`config.mk`:
```
export PLATFORM = sky130hd
export DESIGN_NAME = eda_local_max_stream
export DESIGN_NICKNAME = d
export VERILOG_FILES = /design/src/rtl/eda_local_max_stream.sv
export SDC_FILE = /design/constraint.sdc
export NUM_CORES = 1
export LEC_CHECK = 0
export ABC_AREA = 1
export BUFFER_PORTS_ARGS = -buffer_cell sky130_fd_sc_hd__buf_2
export CAP_MARGIN = 20
export CORE_MARGIN = 2
export CORE_UTILIZATION = 35
export CTS_CLUSTER_DIAMETER = 80
export DETAILED_ROUTE_END_ITERATION = 16
export MAX_ROUTING_LAYER = met4
export SETUP_SLACK_MARGIN = 0.3
export SYNTH_ARGS = -nofsm -noshare
export SYNTH_HDL_FRONTEND = slang
export SYNTH_SLANG_ARGS = --single-unit
```
`constraint.sdc`:
```
create_clock -name clk -period 2.8 [get_ports clk]
set_input_delay 0.42 -clock clk [delete_from_list [all_inputs] [get_ports clk]]
set_output_delay 0.42 -clock clk [all_outputs]
set_load 0.1 [all_outputs]
```
`src/rtl/eda_local_max_stream.sv`:
```
// -----------------------------------------------------------------------------
// eda_local_max_stream
//
// Streaming local-maximum detector. An M x N frame arrives as a raster-order
// pixel stream. One flag per pixel leaves in raster order, and the flag is 1
// when that pixel is a local maximum of its in-frame neighbourhood.
//
// The block holds no frame buffer. A shift register keeps the last 2N+2
// accepted pixels. Together with the pixel being accepted, that register spans
// the full 3x3 window around the pixel N+1 positions back in the stream.
//
// Ports
//   clk, reset_n        clock and asynchronous active-low reset
//   start               one-cycle pulse that begins a frame (ignored while busy)
//   mode_8conn          1 = 8-neighbour window, 0 = 4-neighbour (latched at start)
//   mode_strict         1 = strictly greater, 0 = greater-or-equal (latched at start)
//   in_valid/in_ready   input pixel handshake
//   pixel_in            raster-order pixel
//   out_valid/out_ready output flag handshake, with backpressure
//   out_max             local-maximum flag
//   out_last            marks the flag of pixel (M-1, N-1)
//   done                one-cycle pulse after out_last has been handshaken
//   max_count           number of maxima in the last completed frame
//   busy                high whenever the FSM is not idle
// -----------------------------------------------------------------------------
module eda_local_max_stream #(
  parameter int M           = 8,
  parameter int N           = 8,
  parameter int PIXEL_WIDTH = 8,
  parameter int CNT_WIDTH   = $clog2(M*N+1)
) (
  input  logic                   clk,
  input  logic                   reset_n,
  input  logic                   start,
  input  logic                   mode_8conn,
  input  logic                   mode_strict,
  input  logic                   in_valid,
  output logic                   in_ready,
  input  logic [PIXEL_WIDTH-1:0] pixel_in,
  output logic                   out_valid,
  input  logic                   out_ready,
  output logic                   out_max,
  output logic                   out_last,
  output logic                   done,
  output logic [CNT_WIDTH-1:0]   max_count,
  output logic                   busy
);

  localparam int TOTAL = M * N;
  localparam int IDX_W = $clog2(TOTAL + 1);
  localparam int ROW_W = $clog2(M);
  localparam int COL_W = $clog2(N);
  localparam int HIST  = 2 * N + 2;

  localparam logic [IDX_W-1:0] LAST_IDX  = IDX_W'(TOTAL - 1);
  localparam logic [IDX_W-1:0] FIRST_EMIT = IDX_W'(N + 1);
  localparam logic [ROW_W-1:0] LAST_ROW  = ROW_W'(M - 1);
  localparam logic [COL_W-1:0] LAST_COL  = COL_W'(N - 1);

  typedef enum logic [1:0] {
    IDLE,
    STREAM,
    FLUSH,
    DONE
  } state_t;

  state_t state;
  state_t state_next;

  logic                   mode_8_q;
  logic                   mode_strict_q;
  logic [IDX_W-1:0]       in_idx;
  logic [ROW_W-1:0]       flag_row;
  logic [COL_W-1:0]       flag_col;
  logic                   last_loaded;
  logic [CNT_WIDTH-1:0]   cnt_acc;
  logic [PIXEL_WIDTH-1:0] hist [HIST];

  logic                   out_free;
  logic                   out_hs;
  logic                   accept;
  logic                   load_stream;
  logic                   load_flush;
  logic                   load_flag;
  logic                   shift_hist;
  logic [PIXEL_WIDTH-1:0] new_pixel;
  logic                   flag_val;
  logic                   flag_is_last;

  function automatic logic beats(input logic [PIXEL_WIDTH-1:0] a,
                                 input logic [PIXEL_WIDTH-1:0] b,
                                 input logic                   strict);
    return strict ? (a > b) : (a >= b);
  endfunction

  // State register.
  always_ff @(posedge clk or negedge reset_n) begin
    if (!reset_n) begin
      state <= IDLE;
    end else begin
      state <= state_next;
    end
  end

  // Next-state logic and FSM outputs. Input acceptance is tied to the output
  // register having room, so a stalled output also stalls the input.
  always_comb begin
    state_next = state;
    in_ready   = 1'b0;
    done       = 1'b0;
    busy       = (state != IDLE);
    case (state)
      IDLE: begin
        if (start) begin
          state_next = STREAM;
        end
      end
      STREAM: begin
        in_ready = out_free;
        if (in_valid && out_free && (in_idx == LAST_IDX)) begin
          state_next = FLUSH;
        end
      end
      FLUSH: begin
        if (out_hs && out_last) begin
          state_next = DONE;
        end
      end
      DONE: begin
        done       = 1'b1;
        state_next = IDLE;
      end
      default: begin
        state_next = IDLE;
      end
    endcase
  end

  // Handshake qualifiers. Once the input stops, the flush phase shifts a
  // dummy zero into the history. That keeps the window aligned for the last
  // N+1 flags. The dummy only ever lands in positions that the border masks
  // exclude for those flags.
  always_comb begin
    out_free    = !out_valid || out_ready;
    out_hs      = out_valid && out_ready;
    accept      = in_valid && in_ready;
    load_stream = accept && (in_idx >= FIRST_EMIT);
    load_flush  = (state == FLUSH) && out_free && !last_loaded;
    load_flag   = load_stream || load_flush;
    shift_hist  = accept || load_flush;
    new_pixel   = accept ? pixel_in : '0;
  end

  // Window evaluation for the centre pixel at (flag_row, flag_col).
  // hist[0] holds the pixel N positions after the centre, hist[N] holds the
  // centre itself, and hist[2N+1] holds its north-west neighbour. The
  // south-east neighbour is the pixel being accepted this cycle.
  always_comb begin
    logic                   has_n;
    logic                   has_s;
    logic                   has_w;
    logic                   has_e;
    logic [PIXEL_WIDTH-1:0] centre;
    has_n    = (flag_row != '0);
    has_s    = (flag_row != LAST_ROW);
    has_w    = (flag_col != '0);
    has_e    = (flag_col != LAST_COL);
    centre   = hist[N];
    flag_val = 1'b1;
    if (has_n && !beats(centre, hist[2*N], mode_strict_q)) flag_val = 1'b0;
    if (has_s && !beats(centre, hist[0], mode_strict_q)) flag_val = 1'b0;
    if (has_w && !beats(centre, hist[N+1], mode_strict_q)) flag_val = 1'b0;
    if (has_e && !beats(centre, hist[N-1], mode_strict_q)) flag_val = 1'b0;
    if (mode_8_q) begin
      if (has_n && has_w && !beats(centre, hist[2*N+1], mode_strict_q)) flag_val = 1'b0;
      if (has_n && has_e && !beats(centre, hist[2*N-1], mode_strict_q)) flag_val = 1'b0;
      if (has_s && has_w && !beats(centre, hist[1], mode_strict_q)) flag_val = 1'b0;
      if (has_s && has_e && !beats(centre, new_pixel, mode_strict_q)) flag_val = 1'b0;
    end
    flag_is_last = (flag_row == LAST_ROW) && (flag_col == LAST_COL);
  end

  // Frame control: latched modes, input index, and the coordinates of the
  // next flag to load.
  always_ff @(posedge clk or negedge reset_n) begin
    if (!reset_n) begin
      mode_8_q      <= 1'b0;
      mode_strict_q <= 1'b0;
      in_idx        <= '0;
      flag_row      <= '0;
      flag_col      <= '0;
      last_loaded   <= 1'b0;
    end else if ((state == IDLE) && start) begin
      mode_8_q      <= mode_8conn;
      mode_strict_q <= mode_strict;
      in_idx        <= '0;
      flag_row      <= '0;
      flag_col      <= '0;
      last_loaded   <= 1'b0;
    end else begin
      if (accept) begin
        in_idx <= in_idx + 1'b1;
      end
      if (load_flag) begin
        if (flag_is_last) begin
          last_loaded <= 1'b1;
        end else if (flag_col == LAST_COL) begin
          flag_col <= '0;
          flag_row <= flag_row + 1'b1;
        end else begin
          flag_col <= flag_col + 1'b1;
        end
      end
    end
  end

  // Pixel history shift register.
  always_ff @(posedge clk or negedge reset_n) begin
    if (!reset_n) begin
      for (int j = 0; j < HIST; j++) begin
        hist[j] <= '0;
      end
    end else if (shift_hist) begin
      for (int j = HIST - 1; j > 0; j--) begin
        hist[j] <= hist[j-1];
      end
      hist[0] <= new_pixel;
    end
  end

  // Output register. It reloads only when it is empty or being drained, so a
  // stalled flag stays put until downstream takes it.
  always_ff @(posedge clk or negedge reset_n) begin
    if (!reset_n) begin
      out_valid <= 1'b0;
      out_max   <= 1'b0;
      out_last  <= 1'b0;
    end else if (out_free) begin
      out_valid <= load_flag;
      out_max   <= load_flag && flag_val;
      out_last  <= load_flag && flag_is_last;
    end
  end

  // Maxima counting. max_count changes only when a frame completes, so it
  // still shows the previous frame's result while a new frame is running.
  always_ff @(posedge clk or negedge reset_n) begin
    if (!reset_n) begin
      cnt_acc   <= '0;
      max_count <= '0;
    end else if ((state == IDLE) && start) begin
      cnt_acc <= '0;
    end else if (out_hs) begin
      if (out_last) begin
        max_count <= cnt_acc + CNT_WIDTH'(out_max);
      end
      if (out_max) begin
        cnt_acc <= cnt_acc + 1'b1;
      end
    end
  end

endmodule

```
==> results.toml, run 1 <==
[setup_path]
worst_path_most_repeated_cell = "nand2_1"
endpoint_kind = "flop"
cp_max_fo = 9
arrival_ps = 2660
crit_path_start_kind = "flop"
slowest_stage = "dfrtp_1"
worst_ep_required_time_ps = 3170
crit_path_max_incr_delay_ps = 400
worstSetupPathType = "reg2reg"
cp_cell_sequence = "inv_1, ha_1, inv_1, nor2_4, nand2_8, clkinv_8, nand2_1, ha_1, nand2_1, nor2_1, nand2_1, o21ai_1, inv_1, nand2_1, nand2_1, o21ai_1, nand2_1, nand2_1"

[timing]
worst_pin_slew_ps = 685
fmaxAchievable_mhz = 438
setup_violations = 0
finClkSkew_ps = 10.6
setup_tns_ps = 0
slew_viol_final = 0
min_period_over_period_pct = 81.6
hold_violations = 0
rsz0062_at_grt = "false"
min_period_ps = 2280
slew_headroom_pct = 54.3

[logic_synthesis]
ys_seq_elements = 179
syn_avg_cell_area_um2 = 9.83
synth_area_um2 = 9000
synthTopCellsByCount = "194 x nand2_1, 179 x dfrtp_1, 108 x inv_1"
synth_flop_cell = "dfrtp_1"
synth_edf_count = 0
yosysTopAreaCellShare_pct = 49.8
synth.area.top_cells = "dfrtp_1 50%, ha_1 11%, mux2_2 8.9%, nand2_1 8.1%, inv_1 4.5%"
syn_nets = 1011
synthCells = 916
synth_cell_types = 35
ys_async_sr_fraction_pct = 100
synth.largest_area_cell = "dfrtp_1"
synth_most_common_cell = "nand2_1"
yosys_warnings = 0
synth-seq-area-share_pct = 49.8

[cells_and_area]
synthToLayoutAreaGrowth_pct = 12.6
design_area_um2 = 10100
stdcell_count = 1289
multi_input_area_um2 = 3950
layout-drive-gt1-share_pct = 16.8
n_fill_cell = 2426
n_antenna_cell = 0
layout.nets = 1043
regArea_um2 = 4480

[global_route]
grt_max_degree = 79
grt_pass1_vias = 5896
overflow = 0
grt_pass1_wl_mm = 28.6
antenna_found_initial = 0
track_usage_pct = 13.9

[detailed_routing]
drtAntennaViolNets = 0
vias_per_cell = 4.59
vias = 5919
drtIter0Drc = 336
wl_per_cell_um = 12.8
first_pass_iters = 4
finalWirelength_mm = 16.5
drc = 0

[clocking]
clock_latency_ps = 430
clkTransAtPathRegs_ps = 70
cts_htree_levels = 4
cts_root_buf = "clkbuf_16"
clock_sinks = 179
cts_buffers = 17
cts_tree = "yes"
cts_setup_buffers = 0
clockBufferDepth = 2

[floorplanning]
initial_utilization_pct = 35.7
die-area_um2 = 27000
pin_count = 28
coreArea_um2 = 25200
die_h_um = 164
die_x_um = 164
fp-row-count = 58

[placement]
dp_hpwl_mm = 11.7
place_area_um2 = 9540
dp_cells = 1259
portBuffers = 27
gp_congestion = 0.820

[run_status]
outcome = "finished clean"

[flow_run]
cap_violations = 0

[pwr]
vdd_drop_max_mv = 0.370
power.leakage_nw = 5.15
p_per_area_nw_per_um2 = 537
power.total_w = 0.00544

[hold_path]
hold_path_class = "in2async"
critical path, delay by kind of cell (launching register included):
| family | cells | cell delay, ps |
|---|---|---|
| flip-flops | 1 | 400 |
| buffers and inverters | 4 | 340 |
| adder cells (fa/ha/maj) | 2 | 450 |
| AND/OR/NAND/NOR | 10 | 790 |
| AO/OA/AOI/OAI | 2 | 240 |
registers in the layout, indices dropped and copies added (netlist names):
signal         cells
cnt_acc            7
flag_col           3
flag_row           3
hist             144
in_idx             7
last_loaded        1
max_count          7
mode_8_q           1
mode_strict_q      1
out_last           1
out_max            1
out_valid          1
state              2
placed cells by master, fill, tap and decap left out, types with 5 or more instances in the layout:
cell,synthesis,layout
nand2_1,194,189
dfrtp_1,179,178
inv_1,108,108
o21ai_0,81,79
ha_1,80,75
mux2_2,71,71
nor2_1,59,59
a21oi_1,54,54
buf_2,5,26
clkbuf_16,0,17
nand3_1,16,16
buf_4,2,9
nor3_1,8,8
o21bai_1,7,7
nand2_4,2,5
ha_4,0,5
logic make-up after synthesis:
group	Yosys count	synth area share [%]
xor+xnor	4	0.389
mux	71	8.88
simple gates	290	13.0
fa+ha+maj	80	11.1
compound gates	155	9.19
buf+inv	137	7.63
flops	179	49.8
routing by layer:
metal	vias up	GRT usage [%]	share of wire [%]
li1	3062	-	-
met1	2775	18.6	51
met4	0	5.14	1.7
met2	69	20.6	44
met3	13	3.06	2.7
met5	-	-	0
cell type report:
| type | count | share of cell area, % |
|---|---|---|
| sequential | 179 | 44.2 |
| multi-input combinational | 600 | 39.0 |
| clock buffer | 20 | 4.51 |
| inverter | 111 | 4.26 |
| tap | 330 | 4.08 |
| timing repair buffer | 39 | 2.65 |
| clock inverter | 10 | 1.25 |
path summary, 6_finish.rpt:
check                             startpoint           end  slack, ps  cells after the start
min in group clk                  mode_8conn      mode_8_q        180                      3
worst min-delay path                 reset_n      hist[46]         10                      1
worst max register to register      state[1]       out_max        520                     18
max in group asynchronous            reset_n      hist[74]       2020                      2
worst min register to register  max_count[0]  max_count[0]        470                      2
worst max-delay path                state[1]       out_max        520                     18
through the flow:
step | setup WS (ps) | hold WS [ps] | utilization [%]
global placement | 514 | 453 | 37.9
detailed placement | 495 | 455 | 37.9
global route | 302 | 53.4 | 40.2
floorplan | 85.4 | 124 | -
finish | 516 | 11.5 | 40.2
CTS | 499 | 31.5 | 40.2
report_power, final:
part / leakage [nW] / internal, W / switching (W)
Sequential: 2.27 / 0.00264 / 0.0000459
Combinational: 2.59 / 0.000138 / 0.000238
Clock: 0.287 / 0.00137 / 0.00100
Total: 5.15 / 0.00415 / 0.00129
repair_timing:
item,4_1_cts,5_1_grt
resized for setup,0,1
setup endpoints to repair,0,1
hold buffers,0,0
No activity file was read; power rests on OpenSTA's default activity.
==> run 2, diff against run 1 <==
==> constraint.sdc (replaced) <==
create_clock -name clk -period 2.38 [get_ports clk]
set_input_delay 0.357 -clock clk [delete_from_list [all_inputs] [get_ports clk]]
set_output_delay 0.357 -clock clk [all_outputs]
set_load 0.1 [all_outputs]
==> results.toml, run 2 (synthesis gave the netlist of run 1 again) <==
[pwr]
seq_power_share_pct = 49.2
p_clk_share_pct = 43.6
power.leakage_nw = 5.39
p_per_area_nw_per_um2 = 598
power.total_w = 0.00644
vdd_drop_max_mv = 0.397
p_comb_share_pct = 7.2
switching_share_pct = 24.8
netSwitchingPower_w = 0.00160
power.internal_w = 0.00484

[timing]
worst_slack_ps = 288
slew_viol_final = 0
worst_pin_slew_ps = 532
fmaxAchievable_mhz = 478
min_period_ps = 2090
min_period_over_period_pct = 87.9
rsz0062_at_grt = "true"
setup_violations = 0
finClkSkew_ps = 12.0
hold_violations = 0
slew_headroom_pct = 64.5

[setup_path]
worst_ep_required_time_ps = 2750
arrival_ps = 2460
endpoint_kind = "flop"
critPathBufInv = 3
crit_path_max_incr_delay_ps = 510
cp_top_family = "simple AND/OR/NAND/NOR gates"
crit_path_start_kind = "flop"
r2r-start = "out_valid"
worstRegToRegCells = 17
worstSetupPathType = "reg2reg"
slowest_stage = "dfrtp_4"
cp_max_fo = 5
r2r_setup_slack_ps = 290
rr_endpoint = "out_max"
cp_cell_sequence = "nand2_4, inv_4, nor2_4, nand2_4, clkinv_4, nand2_4, ha_4, nand2_4, nor2_4, nand2_2, o21ai_1, inv_1, nand2_1, nand2_1, o21ai_1, nand2_1, nand2_1"

[global_route]
grt_pass1_vias = 6126
overflow = 0
grt_pass1_wl_mm = 30.5
track_usage_pct = 14.7
grt_max_degree = 73
antenna_found_initial = 0

[detailed_routing]
vias_per_cell = 4.64
wl_per_cell_um = 13.6
drtAntennaViolNets = 0
first_pass_iters = 4
vias = 6083
finalWirelength_mm = 17.8
drtIter0Drc = 283
drc = 0

[cells_and_area]
largest_reg_flops = 144
final_cell_mix = "183 x nand2_1, 177 x dfrtp_1, 106 x inv_1"
regArea_um2 = 4480
synthToLayoutAreaGrowth_pct = 19.7
n_antenna_cell = 0
layout_commonest_cell = "nand2_1"
stdcell_count = 1310
n_fill_cell = 2392
registers.top_by_ff_count = "hist"
multi_input_area_um2 = 4360
layout.nets = 1062
layout-drive-gt1-share_pct = 21.1

[floorplanning]
fp-row-count = 58
die_h_um = 164
pin_count = 28
coreArea_um2 = 25200
initial_utilization_pct = 35.7
die_x_um = 164
die-area_um2 = 27000

[clocking]
clkTransAtPathRegs_ps = 70
cts_htree_levels = 4
cts_root_buf = "clkbuf_16"
clockBufferDepth = 2
cts_tree = "yes"
clock_sinks = 179
clock_latency_ps = 430
cts_buffers = 17

[placement]
dp_cells = 1267
pre_cts_ws_ps = 174
portBuffers = 27
gp_congestion = 0.829
dp_hpwl_mm = 12.5

[flow_run]
cap_violations = 0

[hold_path]
hold_depth = 3
min_to = "mode_8_q"
hold_path_class = "in2reg"
hp-start = "mode_8conn"

[run_status]
outcome = "finished clean"
## run 2: cell count changes in the layout (fill, tap and decap cells not counted), sizes merged
cell,change
inv,+2
dlygate4sd3,+1
bufinv,-1
buf,+16
clkbuf,+2
clkinvlp,+3
clkinv,-2
## run 2: worst max-delay path by stage
stage | start | to | slack [ps] | depth (start not counted)
6_report | out_valid | out_max | 290 | 17
5_1_grt | out_valid | out_max | 150 | 17
4_1_cts | state[1] | out_max | 260 | 18
3_5_place_dp | state[1] | out_max | 170 | 18
3_3_place_gp | state[1] | out_max | 210 | 18
2_1_floorplan | out_valid | out_max | -330 | 17
## run 2: final cells by class
class | count | share of cell area, %
repair buffers | 57 | 4.51
inverters | 111 | 4.01
flip-flops and latches | 179 | 41.6
clock buffers | 21 | 4.37
well taps | 330 | 3.83
repair inverters | 1 | 0.0813
clock inverters | 11 | 1.08
multi-input cells | 600 | 40.5
## run 2: repair_timing
action / 4_1_cts / 5_1_grt
pin swaps: 10 / 13
cloned: 1 / 0
hold buffers: 1 / 0
setup endpoints to repair: 77 / 86
buffers inserted: 5 / 4
resized for setup: 13 / 19
hold endpoints to repair: 33 / 0
## run 2: worst register-to-register path: cells and delay by family, from the launching register on
family	cells	cell delay, ps
fa+ha+maj	1	270
simple gates	11	820
compound gates	2	230
buf+inv	3	190
flops	1	510
## run 2: power by group through the flow
stage	clock network [W]	registers [W]	logic [W]
global route	0.00301	0.00318	0.000551
CTS	0.00288	0.00317	0.000465
finish	0.00280	0.00317	0.000464
global placement	0	0.00323	0.000446
detailed placement	0	0.00323	0.000458
floorplan	0	0.00321	0.000283
## run 2: per-stage QoR
| stage | setup TNS (ps) | hold WS (ps) | cell area (um2) | utilization, % |
|---|---|---|---|---|
| after global routing | 0 | 139 | 10800 | 42.8 |
| after floorplan | -2670 | 61.4 | 9590 | - |
| final | 0 | 145 | 10800 | 42.8 |
| after CTS | 0 | 127 | 10700 | 42.3 |
| after detailed placement | 0 | 285 | 9970 | 39.6 |
| after global placement | 0 | 284 | 9970 | 39.6 |
## run 2: per-layer routing
metal | track usage [%] | part of all wire (%) | up-vias | wire length [um]
li1 | - | - | 3098 | -
met1 | 20.5 | 51 | 2901 | 9020
met2 | 21.9 | 45 | 66 | 7960
met3 | 2.93 | 3.4 | 18 | 609
met4 | 4.11 | 1.3 | 0 | 233
met5 | - | 0 | - | 0
==> run 3, diff against run 2 <==
--- a/config.mk
+++ b/config.mk
@@ -6,13 +6,13 @@
 export NUM_CORES = 1
 export LEC_CHECK = 0
 export ABC_AREA = 1
-export BUFFER_PORTS_ARGS = -buffer_cell sky130_fd_sc_hd__buf_2
+export BUFFER_PORTS_ARGS = -buffer_cell sky130_fd_sc_hd__buf_4
 export CAP_MARGIN = 20
+export CORE_ASPECT_RATIO = 1.75
 export CORE_MARGIN = 2
 export CORE_UTILIZATION = 35
 export CTS_CLUSTER_DIAMETER = 80
 export DETAILED_ROUTE_END_ITERATION = 16
-export MAX_ROUTING_LAYER = met4
 export SETUP_SLACK_MARGIN = 0.3
 export SYNTH_ARGS = -nofsm -noshare
 export SYNTH_HDL_FRONTEND = slang
==> results.toml, run 3 (synthesis gave the netlist of run 1 again) <==
[run_status]
outcome = "finished clean"

[floorplanning]
fp-row-count = 77
die-area_um2 = 27100
die_h_um = 216
pin_count = 28
initial_utilization_pct = 35.7
coreArea_um2 = 25200
die_x_um = 125

[pwr]
vdd_drop_max_mv = 0.427
p_comb_share_pct = 7.1
seq_power_share_pct = 49.0
power.leakage_nw = 5.37
p_clk_share_pct = 43.9
power.total_w = 0.00647
switching_share_pct = 24.2
power.internal_w = 0.00490
p_per_area_nw_per_um2 = 601
netSwitchingPower_w = 0.00157

[timing]
fmaxAchievable_mhz = 480
timing.hold.ws_ps = 114
slew_viol_final = 0
min_period_over_period_pct = 87.5
hold_violations = 0
rsz0062_at_grt = "true"
setup_tns_ps = 0
setup_violations = 0
slew_headroom_pct = 61.6
min_period_ps = 2080
finClkSkew_ps = 6.34
worst_pin_slew_ps = 575

[clocking]
clock_sinks = 179
clock_latency_ps = 440
cts_tree = "yes"
cts_buffers = 17
clkTransAtPathRegs_ps = 70
cts_root_buf = "clkbuf_16"
cts_htree_levels = 4
clockBufferDepth = 2

[hold_path]
hold_path_class = "in2reg"

[cells_and_area]
synthToLayoutAreaGrowth_pct = 19.5
largest_reg_flops = 144
postLayoutCoreUtil_pct = 42.6
layout_commonest_cell = "nand2_1"
layout-drive-gt1-share_pct = 20.4
registers.top_by_ff_count = "hist"
layout.nets = 1060
final_cell_mix = "184 x nand2_1, 178 x dfrtp_1, 106 x inv_1"
n_antenna_cell = 0
design_area_um2 = 10800

[setup_path]
critPathBufInv = 3
crit_path_start_kind = "flop"
arrival_ps = 2460
slowest_stage = "dfrtp_4"
worstSetupPathType = "reg2reg"
cp_top_family = "simple AND/OR/NAND/NOR gates"
cp_max_fo = 8
crit_path_max_incr_delay_ps = 490
r2r_setup_slack_ps = 300
endpoint_kind = "flop"
worst_ep_required_time_ps = 2760
cp_cell_sequence = "nand2_4, inv_4, nor2_4, nand2_4, clkinv_8, nand2_4, ha_4, nand2_4, nor2_4, nand2_2, o21ai_1, inv_1, nand2_1, nand2_1, o21ai_1, nand2_1, nand2_1"

[placement]
place_area_um2 = 9980
dp_hpwl_mm = 12.9
portBuffers = 27
gp_congestion = 0.825

[detailed_routing]
drc = 0
wl_per_cell_um = 14.0
vias_per_cell = 4.70
drtIter0Drc = 193
vias = 6076
drtAntennaViolNets = 0
first_pass_iters = 4
finalWirelength_mm = 18.1

[flow_run]
cap_violations = 0

[global_route]
grt_max_degree = 57
grt_pass1_vias = 6358
overflow = 0
track_usage_pct = 14.3
grt_pass1_wl_mm = 31.0
antenna_found_initial = 0
## run 3: final timing paths
kind                               from            to  cells after the start
min in group asynchronous       reset_n    cnt_acc[0]                      2
setup / recovery              out_valid       out_max                     17
hold / removal               mode_8conn      mode_8_q                      3
setup reg to reg              out_valid       out_max                     17
max in group asynchronous       reset_n     hist[102]                      3
hold reg to reg            max_count[1]  max_count[1]                      2
## run 3: worst min-delay path, cell delays in order
cell and delay (ps):
buf_4 80, nand2_1 40, nand2_1 50
## run 3: metrics by stage
stage | cells | worst slack (ps)
2_1_floorplan | 916 | -335
3_3_place_gp | 1250 | 113
3_5_place_dp | 1250 | 43.4
4_1_cts | 1289 | 249
5_1_grt | 1294 | 143
6_report | 1294 | 296
## run 3: power groups by stage
stage	combinational (W)	clock (W)	sequential, W
2_1_floorplan	0.000283	0	0.00321
4_1_cts	0.000465	0.00291	0.00317
5_1_grt	0.000546	0.00302	0.00318
6_report	0.000458	0.00284	0.00317
3_3_place_gp	0.000447	0	0.00323
3_5_place_dp	0.000458	0	0.00323
## run 3: timing repair
item	in CTS	in global routing
pin swaps	6	9
endpoints found under the hold margin	34	0
setup endpoints to repair	1	86
hold buffers	1	0
gates resized for setup	9	13
setup buffers	6	5
## run 3: layout make-up
class	count	area [um2]
tap	316	395
inverter	111	432
multi-input combinational	600	4340
clock inverter	10	124
fill	2476	14500
sequential	179	4480
timing repair buffer	56	518
clock buffer	22	464
## run 3: routing by layer
| layer | routed length (um) | global-route usage [%] | up-vias | share of wire [%] |
|---|---|---|---|---|
| met5 | 0 | 0 | - | 0 |
| met4 | 516 | 6.48 | 0 | 2.9 |
| met3 | 350 | 2.64 | 27 | 1.9 |
| met2 | 9660 | 26.2 | 56 | 53 |
| met1 | 7540 | 16.0 | 2907 | 42 |
| li1 | - | - | 3086 | - |
